## src/rtl/dispensador_troco.sv

```systemverilog
// ---------------------------------------------------------------------------
// dispensador_troco
//   Pay-out side of the vending machine. Takes the credited balance (units of
//   R$0.25) and either sells (pulses produto, returns balance-PRECO) or
//   cancels (returns the whole balance). Change is paid one coin at a time
//   through the ejector handshake, greedy by value, against internal stock
//   counters. On a coin shortage the FSM parks in FALTA until reabastecer.
//
// Ports
//   clk          in   rising-edge clock
//   reset        in   asynchronous, active-low reset
//   saldo_in     in   [3:0] credited balance, sampled with iniciar/cancelar
//   iniciar      in   sell request (OCIOSO only)
//   cancelar     in   refund request (OCIOSO only, wins over iniciar)
//   reabastecer  in   reload stocks (OCIOSO and FALTA only)
//   ejetor_ok    in   ejector accepted the coin on moeda_out this cycle
//   ejetar       out  coin request valid
//   moeda_out    out  [1:0] 1=25c 2=50c 3=R$1, 0 when idle
//   produto      out  1-cycle pulse, release product
//   concluido    out  1-cycle pulse, transaction finished
//   falta_troco  out  high while parked in FALTA
//   restante     out  [3:0] change still owed
//   ocupado      out  high in every state except OCIOSO
//   estado       out  [2:0] OCIOSO=0 SELECIONA=1 EJETA=2 FIM=3 FALTA=4
// ---------------------------------------------------------------------------
module dispensador_troco #(
    parameter int unsigned PRECO       = 6,
    parameter int unsigned EST_INI_25  = 8,
    parameter int unsigned EST_INI_50  = 8,
    parameter int unsigned EST_INI_100 = 8
) (
    input  logic       clk,
    input  logic       reset,
    input  logic [3:0] saldo_in,
    input  logic       iniciar,
    input  logic       cancelar,
    input  logic       reabastecer,
    input  logic       ejetor_ok,
    output logic       ejetar,
    output logic [1:0] moeda_out,
    output logic       produto,
    output logic       concluido,
    output logic       falta_troco,
    output logic [3:0] restante,
    output logic       ocupado,
    output logic [2:0] estado
);

    typedef enum logic [2:0] {
        OCIOSO    = 3'd0,
        SELECIONA = 3'd1,
        EJETA     = 3'd2,
        FIM       = 3'd3,
        FALTA     = 3'd4
    } estado_t;

    localparam logic [3:0] PRECO_W = 4'(PRECO);
    localparam logic [3:0] INI_25  = 4'(EST_INI_25);
    localparam logic [3:0] INI_50  = 4'(EST_INI_50);
    localparam logic [3:0] INI_100 = 4'(EST_INI_100);

    estado_t    estado_q;
    logic [3:0] restante_q;
    logic       ejetar_q;
    logic [1:0] moeda_q;
    logic       produto_q;
    logic       concluido_q;
    logic [3:0] est25_q, est50_q, est100_q;

    // Greedy choice for the amount still owed; 0 means no coin can be paid.
    // The 25c branch needs no amount test: it is only used when restante != 0.
    logic [1:0] moeda_d;
    always_comb begin
        moeda_d = 2'd0;
        if (restante_q >= 4'd4 && est100_q != 4'd0)
            moeda_d = 2'd3;
        else if (restante_q >= 4'd2 && est50_q != 4'd0)
            moeda_d = 2'd2;
        else if (est25_q != 4'd0)
            moeda_d = 2'd1;
    end

    // Value in 0.25 units of the coin currently being ejected.
    logic [3:0] valor_q;
    always_comb begin
        case (moeda_q)
            2'd1:    valor_q = 4'd1;
            2'd2:    valor_q = 4'd2;
            2'd3:    valor_q = 4'd4;
            default: valor_q = 4'd0;
        endcase
    end

    always_ff @(posedge clk or negedge reset) begin
        if (!reset) begin
            estado_q    <= OCIOSO;
            restante_q  <= 4'd0;
            ejetar_q    <= 1'b0;
            moeda_q     <= 2'd0;
            produto_q   <= 1'b0;
            concluido_q <= 1'b0;
            est25_q     <= INI_25;
            est50_q     <= INI_50;
            est100_q    <= INI_100;
        end else begin
            produto_q   <= 1'b0;
            concluido_q <= 1'b0;
            case (estado_q)
                OCIOSO: begin
                    if (cancelar) begin
                        restante_q <= saldo_in;
                        estado_q   <= SELECIONA;
                    end else if (iniciar && saldo_in >= PRECO_W) begin
                        restante_q <= saldo_in - PRECO_W;
                        produto_q  <= 1'b1;
                        estado_q   <= SELECIONA;
                    end else if (reabastecer) begin
                        est25_q  <= INI_25;
                        est50_q  <= INI_50;
                        est100_q <= INI_100;
                    end
                end
                SELECIONA: begin
                    if (restante_q == 4'd0) begin
                        concluido_q <= 1'b1;
                        estado_q    <= FIM;
                    end else if (moeda_d != 2'd0) begin
                        moeda_q  <= moeda_d;
                        ejetar_q <= 1'b1;
                        estado_q <= EJETA;
                    end else begin
                        estado_q <= FALTA;
                    end
                end
                EJETA: begin
                    // Request is held untouched until the ejector acks.
                    if (ejetor_ok) begin
                        ejetar_q   <= 1'b0;
                        moeda_q    <= 2'd0;
                        restante_q <= restante_q - valor_q;
                        case (moeda_q)
                            2'd1:    est25_q  <= est25_q - 4'd1;
                            2'd2:    est50_q  <= est50_q - 4'd1;
                            2'd3:    est100_q <= est100_q - 4'd1;
                            default: ;
                        endcase
                        estado_q <= SELECIONA;
                    end
                end
                FIM: begin
                    restante_q <= 4'd0;
                    estado_q   <= OCIOSO;
                end
                FALTA: begin
                    if (reabastecer) begin
                        est25_q  <= INI_25;
                        est50_q  <= INI_50;
                        est100_q <= INI_100;
                        estado_q <= SELECIONA;
                    end
                end
                default: estado_q <= OCIOSO;
            endcase
        end
    end

    assign ejetar      = ejetar_q;
    assign moeda_out   = moeda_q;
    assign produto     = produto_q;
    assign concluido   = concluido_q;
    assign restante    = restante_q;
    assign estado      = estado_q;
    assign ocupado     = (estado_q != OCIOSO);
    assign falta_troco = (estado_q == FALTA);

endmodule

```

## config.mk

```make
export PLATFORM = sky130hd
export DESIGN_NAME = dispensador_troco
export DESIGN_NICKNAME = d
export VERILOG_FILES = /design/src/rtl/dispensador_troco.sv
export SDC_FILE = /design/constraint.sdc
export NUM_CORES = 1
export LEC_CHECK = 0
export BUFFER_PORTS_ARGS = -buffer_cell sky130_fd_sc_hd__buf_4
export CORE_MARGIN = 10
export CORE_UTILIZATION = 46
export DETAILED_ROUTE_END_ITERATION = 8
export GPL_TIMING_DRIVEN = 0
export PLACE_DENSITY_LB_ADDON = 0.15
export SETUP_SLACK_MARGIN = 0.3
export SLEW_MARGIN = 20
export SYNTH_ARGS = -nofsm -noshare
export SYNTH_HDL_FRONTEND = slang
export SYNTH_SLANG_ARGS = --single-unit
```

## constraint.sdc

```tcl
create_clock -name clk -period 5.65 [get_ports clk]
set_clock_uncertainty 0.15 [all_clocks]
set_input_delay 0.2825 -clock clk [delete_from_list [all_inputs] [get_ports clk]]
set_output_delay 0.2825 -clock clk [all_outputs]
set_load 0.02 [all_outputs]
```

==> results.txt <==
RePlAce Congestion = 0.783
Multi-input gate area = 871 µm²
Drt wl/cell = 15.7 µm
CP Max Fanout = 7
Distinct cells, synth = 47
Initial DRC Count = 94
# resized after CTS = 0
Final Max Slew Viols = 0
Mapped Area = 1570 µm²
Pleak = 0.844 nW
CP Capture Type = flop
Initial core utilization = 47.5%
Req. time, crit path = 5730 ps
Crit path DAT = 2360 ps
GR Util All Layers = 12.4%
Mapped Cells = 168
Hold_sp = iniciar
Synthesized Nets = 188
Cts hold-fix bufs = 1
Vias = 1,359
Final setup TNS = 0 ps
Reg2reg start = moeda_out[1]
# DRC = 0
Area Growth Syn to Fin = 16.5%
Fin. Hold Viols = 0
Outcome = complete, no violations
GRT overflow = 0
Diodes inserted = 0
Max clock buf depth = 2
Most used DFF post-synth = dfrtp_1
Die Height = 78.5 µm
Via density = 5.64
# rows = 21
Worst-path cell chain = nand2b_1, inv_1, ha_1, inv_1, fa_1, nand3b_1, o21ai_0, mux2_2
Post-CTS setup buffers = 0
TritonCTS clock tree = yes
Hold WC Path Type = in -> reg
Htree depth = 1
Sequential Area = 604 µm²
Top cell type's share of synthesized area = 33.4%
EDFF count, synth = 0
Critical path launch point type = flop
Pwr dens = 563 nW/µm²
Initial antenna violation count = 0
Largest net degree at the start of global routing = 25
Placed Area = 1800 µm²
Die Wd = 78.5 µm
Fin nets = 216
Vias in the first global route = 1,378
DRT Pass-1 Iters = 4
Final number of setup-violating endpoints = 0
Maxcap violations = 0
Yosys top cell by area = dfrtp_1
Buffers on Ports = 22
Clk pin slew, worst setup/hold paths = 140 ps
Slowest CP cell = dfrtp_1
Worst-skew pair later-pin latency = 330 ps
Commonest non-fill, non-tap cell in the layout = buf_4
Ratio of cells with drive above 1 in the final layout = 20.0%
Crit. Startpoint = moeda_out[1]
FFs w/ async S/R, synth = 100%
Hpwl dp = 2890 µm
CP peak stage delay = 490 ps
Crit path top cell by count = inv_1
Post-Route WL = 3790 µm
Slew Limit Headroom = 61.9%
Clk sink count = 24
RSZ-0062 raised after global routing = no
Yosys warns = 0
Peak ir drop on the vdd network = 0.000277 V
Final Cycle Share = 40.2%
DRT antenna net count = 0
Finished Cell Area = 1830 µm²
Slew @ Worst Pin = 557 ps
Crit path time final = 2270 ps
Number of synthesized register bits = 24
Syn_area_per_cell = 9.37 µm²
Global-route wire length before repair = 6430 µm
Core Region = 3310 µm²
Setup CP Type = reg -> reg
Fmax = 440 MHz
Fillers = 310
IO Pins = 24
CTS root buf = clkbuf_4
Die area = 6160 µm²
Sequential-to-total area share from yosys stat = 38.4%
Synth area leaders = dfrtp_1 (33%), ha_1 (7.2%), dfstp_2 (5.0%)
Most frequent cells in the layout = buf_4 (23), dfrtp_1 (21), inv_1 (14)
TritonCTS Buffers = 3
## registers in the layout (all words and copies together) (netlist names)
register	flops
moeda_out	2
concluido	1
est50_q	4
produto	1
restante	4
est25_q	4
est100_q	4
estado	3
ejetar	1
## metrics by stage
stage	instances	utilization (%)	power, mW	setup WS, ps	hold slack (ps)
finish	241	55.4	1.03	3380	61.8
global route	241	55.4	1.12	3230	77.7
CTS	241	55.4	1.04	3380	66.6
detailed placement	236	54.3	0.951	3410	55.0
global placement	236	54.3	0.925	3420	51.4
floorplan	168	-	0.758	3550	-163
## power by group
part | switching, mW | internal [mW]
combinational | 0.346 | 0.264
clock | 0.0552 | 0.0277
sequential | 0.0854 | 0.253
## worst paths after layout
check,to,slack [ps],depth (start not counted)
hold / removal,produto,60,3
hold reg to reg,est100_q[3],370,2
max in group asynchronous,est25_q[3],4830,2
min in group asynchronous,est100_q[0],220,2
setup / recovery,restante[1],3380,8
setup reg to reg,restante[1],3380,8
## per-layer routing
layer / part of all wire [%] / global-route usage (%) / vias to the layer above
li1: - / - / 663
met1: 45 / 15.8 / 656
met2: 48 / 20.3 / 36
met3: 6.3 / 3.53 / 4
met4: 0.90 / 2.69 / 0
met5: 0 / 0 / -
## Yosys cell counts, types with 2 or more instances
| cell | count |
|---|---|
| a21o_1 | 6 |
| a21oi_1 | 4 |
| and2_1 | 4 |
| buf_6 | 2 |
| clkbuf_1 | 3 |
| dfrtp_1 | 21 |
| dfstp_2 | 3 |
| ha_1 | 9 |
| inv_1 | 14 |
| mux2_2 | 2 |
| mux2i_1 | 3 |
| nand2_1 | 13 |
| nand2b_1 | 4 |
| nand3_1 | 6 |
| nand3b_1 | 3 |
| nor2_1 | 12 |
| nor3_1 | 3 |
| nor3b_1 | 3 |
| o21ai_0 | 9 |
| o22a_1 | 2 |
| o31ai_1 | 10 |
| o32ai_1 | 2 |
| or3_1 | 2 |
| or3b_1 | 2 |
| or4_1 | 3 |
| xnor2_1 | 2 |
## final cells by class
type / count / area share [%]
Multi-Input combinational cell: 123 / 47.5
Sequential cell: 24 / 33.0
Timing Repair Buffer: 23 / 9.56
Tap cell: 46 / 3.14
Inverter: 14 / 2.87
Buffer: 7 / 2.53
Clock buffer: 4 / 1.43
## cells by family (layout without fill, tap and decap cells)
group	Yosys count	count (layout)	share of synthesized area [%]
compound gates	44	44	20.2
xor+xnor	3	3	1.67
fa+ha+maj	10	10	8.43
buf+inv	21	48	6.28
flops	24	24	38.4
mux	5	5	3.34
simple gates	61	61	21.7
## critical path, delay by kind of cell (launching register included)
family,cells,cell delay (ps)
buffers and inverters,2,210
AND/OR/NAND/NOR,2,330
flip-flops,1,490
adder cells (fa/ha/maj),2,620
AO/OA/AOI/OAI,1,100
multiplexers,1,280
No activity file was read; power rests on OpenSTA's default activity.
